`src/rtl/counter_pkg.sv`:
```
// ============================================================================
// counter_pkg : mode encodings and parameter legality check for counters
// Rev 1.0
// ============================================================================
`default_nettype none

package counter_pkg;

  typedef enum logic [1:0] {
    MODE_HOLD = 2'b00,
    MODE_DOWN = 2'b01,
    MODE_UP   = 2'b10,
    MODE_LOAD = 2'b11
  } mode_e;

  function automatic bit params_legal(input int width, input int modulus,
                                      input int prescale);
    if (width < 1 || width > 62) return 1'b0;
    if (modulus < 2) return 1'b0;
    if (longint'(modulus) > (longint'(1) << width)) return 1'b0;
    return (prescale >= 1);
  endfunction

endpackage

`default_nettype wire

```
`src/rtl/clk_prescaler.sv`:
```
// ============================================================================
// clk_prescaler : enable-gated divide-by-PRESCALE step generator
// Rev 1.0
// ============================================================================
`default_nettype none

module clk_prescaler #(
  parameter int PRESCALE = 1
) (
  input  logic clk,
  input  logic clr,
  input  logic enable,
  input  logic sync_clear,
  output logic tick
);

  // A 1-bit counter pinned at zero covers PRESCALE=1 with the same datapath.
  localparam int PS_W = (PRESCALE > 1) ? $clog2(PRESCALE) : 1;
  localparam logic [PS_W-1:0] PS_LAST = PS_W'(PRESCALE - 1);

  logic [PS_W-1:0] ps;

  always_ff @(posedge clk or negedge clr) begin
    if (!clr) begin
      ps <= '0;
    end else if (sync_clear) begin
      ps <= '0;
    end else if (enable) begin
      ps <= (ps == PS_LAST) ? '0 : ps + 1'b1;
    end
  end

  assign tick = enable & (ps == PS_LAST);

endmodule

`default_nettype wire

```
`src/rtl/mod_updown_counter.sv`:
```
// ============================================================================
// mod_updown_counter : modulo-N up/down/hold/load counter, cascadable tc
// Rev 1.0
// ============================================================================
`default_nettype none

module mod_updown_counter
  import counter_pkg::*;
#(
  parameter int WIDTH    = 4,
  parameter int MODULUS  = 10,
  parameter int PRESCALE = 1
) (
  input  logic             clk,
  input  logic             clr,
  input  logic             enable,
  input  logic [1:0]       mode,
  input  logic [WIDTH-1:0] din,
  output logic [WIDTH-1:0] q,
  output logic [WIDTH-1:0] qbar,
  output logic             tc,
  output logic             wrap
);

  generate
    if (!params_legal(WIDTH, MODULUS, PRESCALE)) begin : g_param_check
      $error("mod_updown_counter: illegal WIDTH/MODULUS/PRESCALE combination");
    end
  endgenerate

  localparam logic [WIDTH-1:0] Q_MAX = WIDTH'(MODULUS - 1);

  logic             counting;
  logic             loading;
  logic             ps_enable;
  logic             step;
  logic [WIDTH-1:0] q_next;

  assign counting  = (mode == MODE_UP) || (mode == MODE_DOWN);
  assign loading   = (mode == MODE_LOAD);
  assign ps_enable = enable & counting;

  clk_prescaler #(
    .PRESCALE (PRESCALE)
  ) u_prescaler (
    .clk        (clk),
    .clr        (clr),
    .enable     (ps_enable),
    .sync_clear (loading),
    .tick       (step)
  );

  // Up-count uses >= so a forced out-of-range value recovers to 0.
  always_comb begin
    q_next = q;
    case (mode)
      MODE_UP:   if (step) q_next = (q >= Q_MAX) ? '0 : q + 1'b1;
      MODE_DOWN: if (step) q_next = (q == '0) ? Q_MAX : q - 1'b1;
      MODE_LOAD: q_next = (din > Q_MAX) ? Q_MAX : din;
      default:   q_next = q;
    endcase
  end

  assign tc   = step & (((mode == MODE_UP) && (q == Q_MAX)) ||
                        ((mode == MODE_DOWN) && (q == '0)));
  assign qbar = ~q;

  always_ff @(posedge clk or negedge clr) begin
    if (!clr) begin
      q    <= '0;
      wrap <= 1'b0;
    end else begin
      q    <= q_next;
      wrap <= tc;
    end
  end

endmodule

`default_nettype wire

```
`config.mk`:
```
export PLATFORM = sky130hd
export DESIGN_NAME = mod_updown_counter
export DESIGN_NICKNAME = d
export VERILOG_FILES = /design/src/rtl/counter_pkg.sv /design/src/rtl/clk_prescaler.sv /design/src/rtl/mod_updown_counter.sv
export SDC_FILE = /design/constraint.sdc
export NUM_CORES = 1
export LEC_CHECK = 0
export CORE_AREA = 2 2 39 41
export CTS_CLUSTER_SIZE = 28
export DETAILED_ROUTE_END_ITERATION = 10
export DIE_AREA = 0 0 41 43
export PLACE_DENSITY_LB_ADDON = 0.2
export REMOVE_ABC_BUFFERS = 1
export SLEW_MARGIN = 0
export SYNTH_ARGS = -nofsm -noshare
export SYNTH_HDL_FRONTEND = slang
export SYNTH_SLANG_ARGS = --single-unit
export TNS_END_PERCENT = 100
```
`constraint.sdc`:
```
create_clock -name clk -period 2.1 [get_ports clk]
set_clock_uncertainty 0.2 [all_clocks]
set_input_delay 0.42 -clock clk [delete_from_list [all_inputs] [get_ports clk]]
set_output_delay 0.42 -clock clk [all_outputs]
set_load 0.01 [all_outputs]
```
# After elaboration in Yosys (flattened, before gate mapping)
# Index checks and enable logic that the tools add are counted.
# W data, S select, Z words.
# word_totals
word_cells	36
latch_bits	0
mem_count	0
in_bits	9
mem_bits_ro	0
ram_bits	0
ff_bits	6
# classes
n_addsub	3
reduce_logical	8
eq_ne	6
mul	0
n_mux	9
shifts	0
div	0
bitwise	5
n_lt_le_gt_ge	2
# op_table
cell	n
$mux W4	5
$pmux W4 S3	1
$add A4 B1 Y4 const B	1
$eq A2 B2 Y1 const B	2
$eq A4 B4 Y1 const B	1
$ge A4 B4 Y1 const B	1
$gt A4 B4 Y1 const B	1
$logic_not A4 Y1	1
$ne A2 B2 Y1 const B	2
$not A4 Y4	1
$sub A4 B1 Y4 const B	1
$and A1 B1 Y1	3
$mux W1	3
$reduce_and A3 Y1	1
$reduce_bool A3 Y1	1
$eq A2 B1 Y1 const B	1
$logic_and A1 B1 Y1	2
$logic_or A1 B1 Y1	2
$reduce_bool A2 Y1	1
$add A1 B1 Y1 const B	1
$not A1 Y1	1

# Depth between registers and ports, before layout
# Gate-level depths: netlist of run 1.
# depth
depth_word	6
mapped_depth	7
depth_no_buf	6

# By module
# From an unflattened synthesis of run 1, not the netlist that was laid out.
# hier_totals
hier_cells	61
area_unflattened_um2	504.2
# by_module_without_submodules
mod	cells_each	n_inst	seq_area_each_um2	area_each_um2
mod_updown_counter	60	1	125.1	496.7
clk_prescaler	1	1	0.0	7.5

# Worst setup path after synthesis of run 1
# OpenSTA, ideal clock, no wires.
# synth_timing
path_kind	reg2reg
from	reg q[0]
to	reg q[2]
stages_incl_launch_ff	7
synth_period_minus_slack_ps	1994
setup_time_ps	83
t_required_ps	1817
slack_ps	106
t_arrival_ps	1711
path_buffers	0
cell_sequence	dfrtp_1 -> inv_1 -> ha_1 -> or3b_4 -> a211oi_2 -> a21oi_1 -> o22ai_1
# synth_between
elab_chain_cells	4
elab_cells_between_ends	9
classes_between	add/sub: 2; order compare: 1; mux: 5; reduce/logical: 1
# synth_rtl
item	line	source
start: declaration	mod_updown_counter.sv:19	output logic [WIDTH-1:0] q,
start signal: assignment	mod_updown_counter.sv:73	q <= q_next;
$sub A4 B1 Y4 (tied with other cells)	mod_updown_counter.sv:58	MODE_DOWN: if (step) q_next = (q == '0) ? Q_MAX : q - 1'b1;
$mux W4 (on tied branches) (2 in a row)	mod_updown_counter.sv:58, mod_updown_counter.sv:57	
$pmux W4 S3 *	mod_updown_counter.sv:56	case (mode)
# Mark *: on every way between the ends. The rest lies on a longest branch, timed or not. The select of a mux whose other input is x is not followed.
# A chain may end at the register's enable or synchronous reset.

# Final worst setup path of run 1
# Same ends and word-level chain as after synthesis.

==> results of run 1 <==
through the flow:
stage | area (sq um) | setup TNS (ps)
floorplan | 533 | 0
global placement | 868 | -1670
detailed placement | 868 | -1980
CTS | 918 | -0.264
global route | 1020 | -177
finish | 1020 | -47.8
layer usage:
metal / vias up / share of wire (%) / GRT usage, %
met2: 40 / 53 / 37.2
met5: - / 0 / 0
met3: 10 / 4.4 / 3.14
met1: 327 / 40 / 28.9
met4: 0 / 2.7 / 5.33
li1: 328 / - / -
cell usage after synthesis (all sizes together):
cell type  count
ha             8
inv            8
dfrtp          5
a31oi          4
o21ai          4
nand2          3
nand3b         3
nor2           3
a211oi         2
a21oi          2
buf            2
nand3          2
nand4          2
nor4           2
o211ai         2
a2111oi        1
a22oi          1
a31o           1
and3b          1
and4           1
nand2b         1
nor2b          1
nor3           1
o21a           1
o22ai          1
o31ai          1
or2b           1
or3b           1
final cells by class:
type	instances	area share, %
timing repair buffer	41	35.5
tap	16	1.96
multi-input combinational	50	44.7
inverter	8	2.94
sequential	5	12.4
clock buffer	4	2.58
how the worst max path moves through the flow:
stage,end,cells past startpoint,slack (ps)
final,q[2]$_DFFE_PN0P_,8,-30
after global placement,tc,7,-570
after global routing,tc,6,-100
after CTS,tc,7,-0.3
after detailed placement,tc,7,-600
after floorplan,q[2]$_DFFE_PN0P_,6,110
cell families after synthesis:
kind of cell / count (synthesis) / share of synthesized area (%)
compound gates: 20 / 26.5
buf+inv: 10 / 7.37
fa+ha+maj: 8 / 18.4
simple gates: 22 / 24.7
flops: 5 / 23.0
critical path, cell delays in order (launching register included):
cell and delay (ps):
sky130_fd_sc_hd__dfrtp_1 400, sky130_fd_sc_hd__buf_6 130, sky130_fd_sc_hd__ha_4 160, sky130_fd_sc_hd__buf_6 100, sky130_fd_sc_hd__or3b_4 410, sky130_fd_sc_hd__a211oi_4 250
sky130_fd_sc_hd__buf_4 150, sky130_fd_sc_hd__a21oi_2 40, sky130_fd_sc_hd__o22ai_1 180
power by group:
| part | total (mW) | switching, mW | internal [mW] |
|---|---|---|---|
| registers | 0.181 | 0.0455 | 0.136 |
| logic | 0.939 | 0.432 | 0.507 |
| clock network | 0.109 | 0.0371 | 0.0717 |
flip-flops by register name (all words and copies together), names as in the netlist:
name / cells
q: 4
wrap: 1
what timing repair did:
action | in CTS | in global routing
endpoints found under the setup margin | 5 | 7
gates resized for setup | 8 | 20
buffers inserted | 3 | 2
pin swaps | 3 | 8
==> metrics.yaml, run 1 <==
post_drt_wl_per_cell_um: 15.2
grt_antenna_before_repair: 0
final_critical_path_setup_slack_ps: -25.6
achievable-frequency_ghz: 0.470
design_power_total_mw: 1.23
post_drt_via_cell_ratio: 5.69
flow.area_growth_from_synthesis_pct: 87.8
crit_path_end_kind: "register"
worstHoldPathType: "in -> async"
cts.path.max_buffers: 2
fp-row-count: 14
tritoncts.num_buffers: 3
globalRoute.totalOverflow: 0
cts_root_buf: "sky130_fd_sc_hd__clkbuf_4"
ir_drop_uv: 507
ys_warn_count: 0
detailed_route_via_count: 705
timing_max_transition_violations_final: 0
mappedNetlistArea_sq_um: 543
holdWs_ps: 210
synth.top_cells.by_area: "sky130_fd_sc_hd__dfrtp_1 23%, sky130_fd_sc_hd__ha_1 18%, sky130_fd_sc_hd__inv_1 5.5%, sky130_fd_sc_hd__nand3b_1 4.1%, sky130_fd_sc_hd__o21ai_0 3.7%"
detail_route.drc_violations: 0
max_cap_violations: 0
min_period_ps: 2130
worstPathArrival_ps: 2060
routed_wl_um: 1880
pin_count_of_the_biggest_net_entering_global_routing: 10
die-width_um: 41
power.leakage_nw: 0.447
clk-insertion-delay-late_ps: 230
final_common_cell: "sky130_fd_sc_hd__buf_4"
num_antenna_cells: 0
top_cell_type_s_share_of_synthesized_area_pct: 23.0
place.detailed.instances: 115
gp_congestion: 0.807
synth_cell_types: 30
io_pins: 19
dr.pass1.iters: 4
tritoncts_clock_tree: "yes"
groute.usage.overall_pct: 22.4
chipHeight_um: 43
maxSlewHeadroom_pct: 78.8
final_layout_size_suffix_gt1_share_pct: 38.0
worst_pin_slew_ps: 317
drt-initial-drc-count: 11
layout.nets: 126
syn-mean-instance-area_sq_um: 8.35
pre_cts_slack_ps: -605
dpl.hpwl_um: 1280
dieArea_sq_um: 1760
synth.yosys.seq_area_share_pct: 23.0
finalHoldViolations: 0
nFillCells: 102
numPortBuffers: 18
cts_max_level: 1
ff2ff_path_depth: 8
yosys_register_bits: 5
crit_fanout: 3
cellPowerDensity_nw_per_um2: 1210
outcome: "finished, violations left"
regToRegSetupSlack_ps: -30
worstReg2RegEnd: "q[2]$_DFFE_PN0P_"
synthDominantAreaCellType: "sky130_fd_sc_hd__dfrtp_1"
initial_core_util_pct: 39.2
antenna_violating_nets_post_route: 0
number_of_cells_produced_by_synthesis: 65
required_ps: 2040
grt_first_pass_wirelength_um: 2730
timing.final.setup_violations: 2
r2r_start: "q[0]$_DFFE_PN0P_"
setup.worst_path.start_class: "register"
crit_path_start: "q[0]$_DFFE_PN0P_"
cts.sinks: 5
holdBufCountCts: 0
grt_pass1_vias: 647
multi_input_area_sq_um: 455
final_core_util_pct: 73.7
grt_setup_unrepaired: "true"
most-common-layout-cells: "20 x sky130_fd_sc_hd__buf_4, 13 x sky130_fd_sc_hd__clkdlybuf4s50_1, 6 x sky130_fd_sc_hd__inv_1"
instances_no_fill: 124
layout_worst_path_cycle_share_pct: 101
core_area_sq_um: 1380
violations: "setup timing"
clkSlewWorstSetupHoldPaths_ps: 50
path_class: "reg -> reg"
sequential_cell_area_sq_um: 126
Power figures use the tool's default switching activity.
==> inputs of run 2 (changes only) <==
CORE_AREA = default   (was 2 2 39 41)
CORE_MARGIN = 2   (was default)
CORE_UTILIZATION = 40   (was default)
DIE_AREA = default   (was 0 0 41 43)
PLACE_DENSITY = 0.77   (was default)
PLACE_DENSITY_LB_ADDON = default   (was 0.2)
==> run 2 against run 1 <==
The run now ends clean. Critical path depth did not move. Clock power rose by 5%. Wire length fell by 7.6%. Sequential share of layout area rose by 0.37 points. Register-to-register slack improved by 60 ps. Flip-flop and latch count did not move. Setup slack improved by 60 ps. Utilization rose by 4.1 points. Power fell by 1.5%. Global-route usage rose by 0.39 points. Critical path type unchanged.
==> metrics.yaml, run 2 (synthesized netlist as in run 1, its figures left out) <==
cts.sinks: 5
required_ps: 2060
cts.path.max_buffers: 2
dr.pass1.iters: 4
clk-insertion-delay-late_ps: 250
reg_top3: "q: 4 flops, wrap: 1 flops"
maxSlewHeadroom_pct: 72.2
final_layout_size_suffix_gt1_share_pct: 39.6
initial_core_util_pct: 42.3
most-common-layout-cells: "19 x sky130_fd_sc_hd__buf_4, 13 x sky130_fd_sc_hd__clkdlybuf4s50_1, 5 x sky130_fd_sc_hd__inv_1"
final_critical_path_setup_slack_ps: 34.0
outcome: "finished clean"
final_common_cell: "sky130_fd_sc_hd__buf_4"
achievable-frequency_ghz: 0.484
groute.usage.overall_pct: 22.7
chipHeight_um: 40.8
max_cap_violations: 0
dpl.hpwl_um: 1270
path_class: "reg -> reg"
instances_no_fill: 121
cts_root_buf: "sky130_fd_sc_hd__clkbuf_4"
holdBufCountCts: 0
numPortBuffers: 18
grt_first_pass_wirelength_um: 2480
crit_fanout: 3
min_period_ps: 2070
timing.final.setup_violations: 0
grt_antenna_before_repair: 0
flow.area_growth_from_synthesis_pct: 84.1
routed_wl_um: 1740
crit_path_end_kind: "register"
fin_area_sq_um: 1000
io_pins: 19
clkSlewWorstSetupHoldPaths_ps: 50
timing_max_transition_violations_final: 0
core_area_sq_um: 1280
detail_route.drc_violations: 0
worstPathArrival_ps: 2030
dieArea_sq_um: 1670
registers.top_by_ff_count: "q"
antenna_violating_nets_post_route: 0
post_drt_via_cell_ratio: 5.60
globalRoute.totalOverflow: 0
cellPowerDensity_nw_per_um2: 1210
cell_area_placed_sq_um: 867
finalHoldViolations: 0
design_power_total_mw: 1.21
number_of_flip_flops_under_the_largest_register_name: 4
pin_count_of_the_biggest_net_entering_global_routing: 10
post_drt_wl_per_cell_um: 14.4
worstHoldPathType: "in -> async"
die-width_um: 40.8
grt_pass1_vias: 608
gp_congestion: 0.944
ir_drop_uv: 745
layout.nets: 124
layout_worst_path_cycle_share_pct: 98.4
place.detailed.instances: 114
pre_cts_slack_ps: -649
holdWs_ps: 191
detailed_route_via_count: 677
fp-row-count: 13
tritoncts_clock_tree: "yes"
tritoncts.num_buffers: 3
grt_setup_unrepaired: "true"
cts_max_level: 1
drt-initial-drc-count: 21
worst_pin_slew_ps: 417
num_antenna_cells: 0
power.leakage_nw: 0.428
setup.worst_path.start_class: "register"
-- run 2: cell types whose count changed in the layout (fill, tap and decap cells not counted), sizes merged --
| cell | before | now |
|---|---|---|
| clkinv | 0 | 1 |
| clkbuf | 4 | 3 |
| dlymetal6s2s | 2 | 1 |
| clkdlybuf4s15 | 0 | 1 |
| buf | 24 | 22 |
-- run 2: layout make-up --
class / instances / area [sq um]
clock buffer: 3 / 22.5
clock inverter: 1 / 5.00
fill: 98 / 285
inverter: 8 / 32.5
multi-input combinational: 50 / 453
sequential: 5 / 128
tap: 15 / 18.8
timing repair buffer: 39 / 340
-- run 2: worst max-delay path, stage by stage (launching register included) --
cell and delay, ps:
sky130_fd_sc_hd__dfrtp_2 440, sky130_fd_sc_hd__inv_2 100, sky130_fd_sc_hd__buf_6 110, sky130_fd_sc_hd__ha_4 110
sky130_fd_sc_hd__or3b_4 390, sky130_fd_sc_hd__a211oi_4 290, sky130_fd_sc_hd__buf_6 150, sky130_fd_sc_hd__a21oi_2 50
sky130_fd_sc_hd__o22ai_1 130
-- run 2: repair_timing --
| item | CTS | global route |
|---|---|---|
| endpoints found under the hold margin | 0 | 0 |
| buffers inserted | 1 | 2 |
| setup endpoints to repair | 6 | 5 |
| gates resized for setup | 18 | 13 |
| pin swaps | 2 | 7 |
-- run 2: per-stage QoR --
stage,TNS [ps],utilization (%)
after floorplan,0,-
after global routing,-62.8,77.8
final,0,77.8
after detailed placement,-1910,67.5
after global placement,-1610,67.5
after CTS,-1.44,72.3
-- run 2: final timing paths --
| kind | start | cells after the start | endpoint | slack [ps] |
|---|---|---|---|---|
| max reg2reg | q[0]$_DFFE_PN0P_ | 8 | q[2]$_DFFE_PN0P_ | 30 |
| min in group clk | q[2]$_DFFE_PN0P_ | 2 | wrap$_DFF_PN0_ | 490 |
| max in group asynchronous | clr | 1 | q[2]$_DFFE_PN0P_ | 1300 |
| min reg2reg | q[2]$_DFFE_PN0P_ | 2 | wrap$_DFF_PN0_ | 490 |
| min | clr | 1 | q[3]$_DFFE_PN0P_ | 190 |
| max | q[0]$_DFFE_PN0P_ | 8 | q[2]$_DFFE_PN0P_ | 30 |
-- run 2: power breakdown --
group	switching (mW)	total [mW]	internal (mW)
Combinational	0.407	0.900	0.494
Clock	0.0448	0.114	0.0692
Sequential	0.0588	0.196	0.138
-- run 2: routing by layer --
metal | part of all wire, % | vias up | global-route usage [%]
met3 | 9.1 | 4 | 7.61
met2 | 53 | 32 | 41.8
met4 | 0.92 | 0 | 5.00
li1 | - | 324 | -
met5 | 0 | - | 0
met1 | 37 | 317 | 24.7
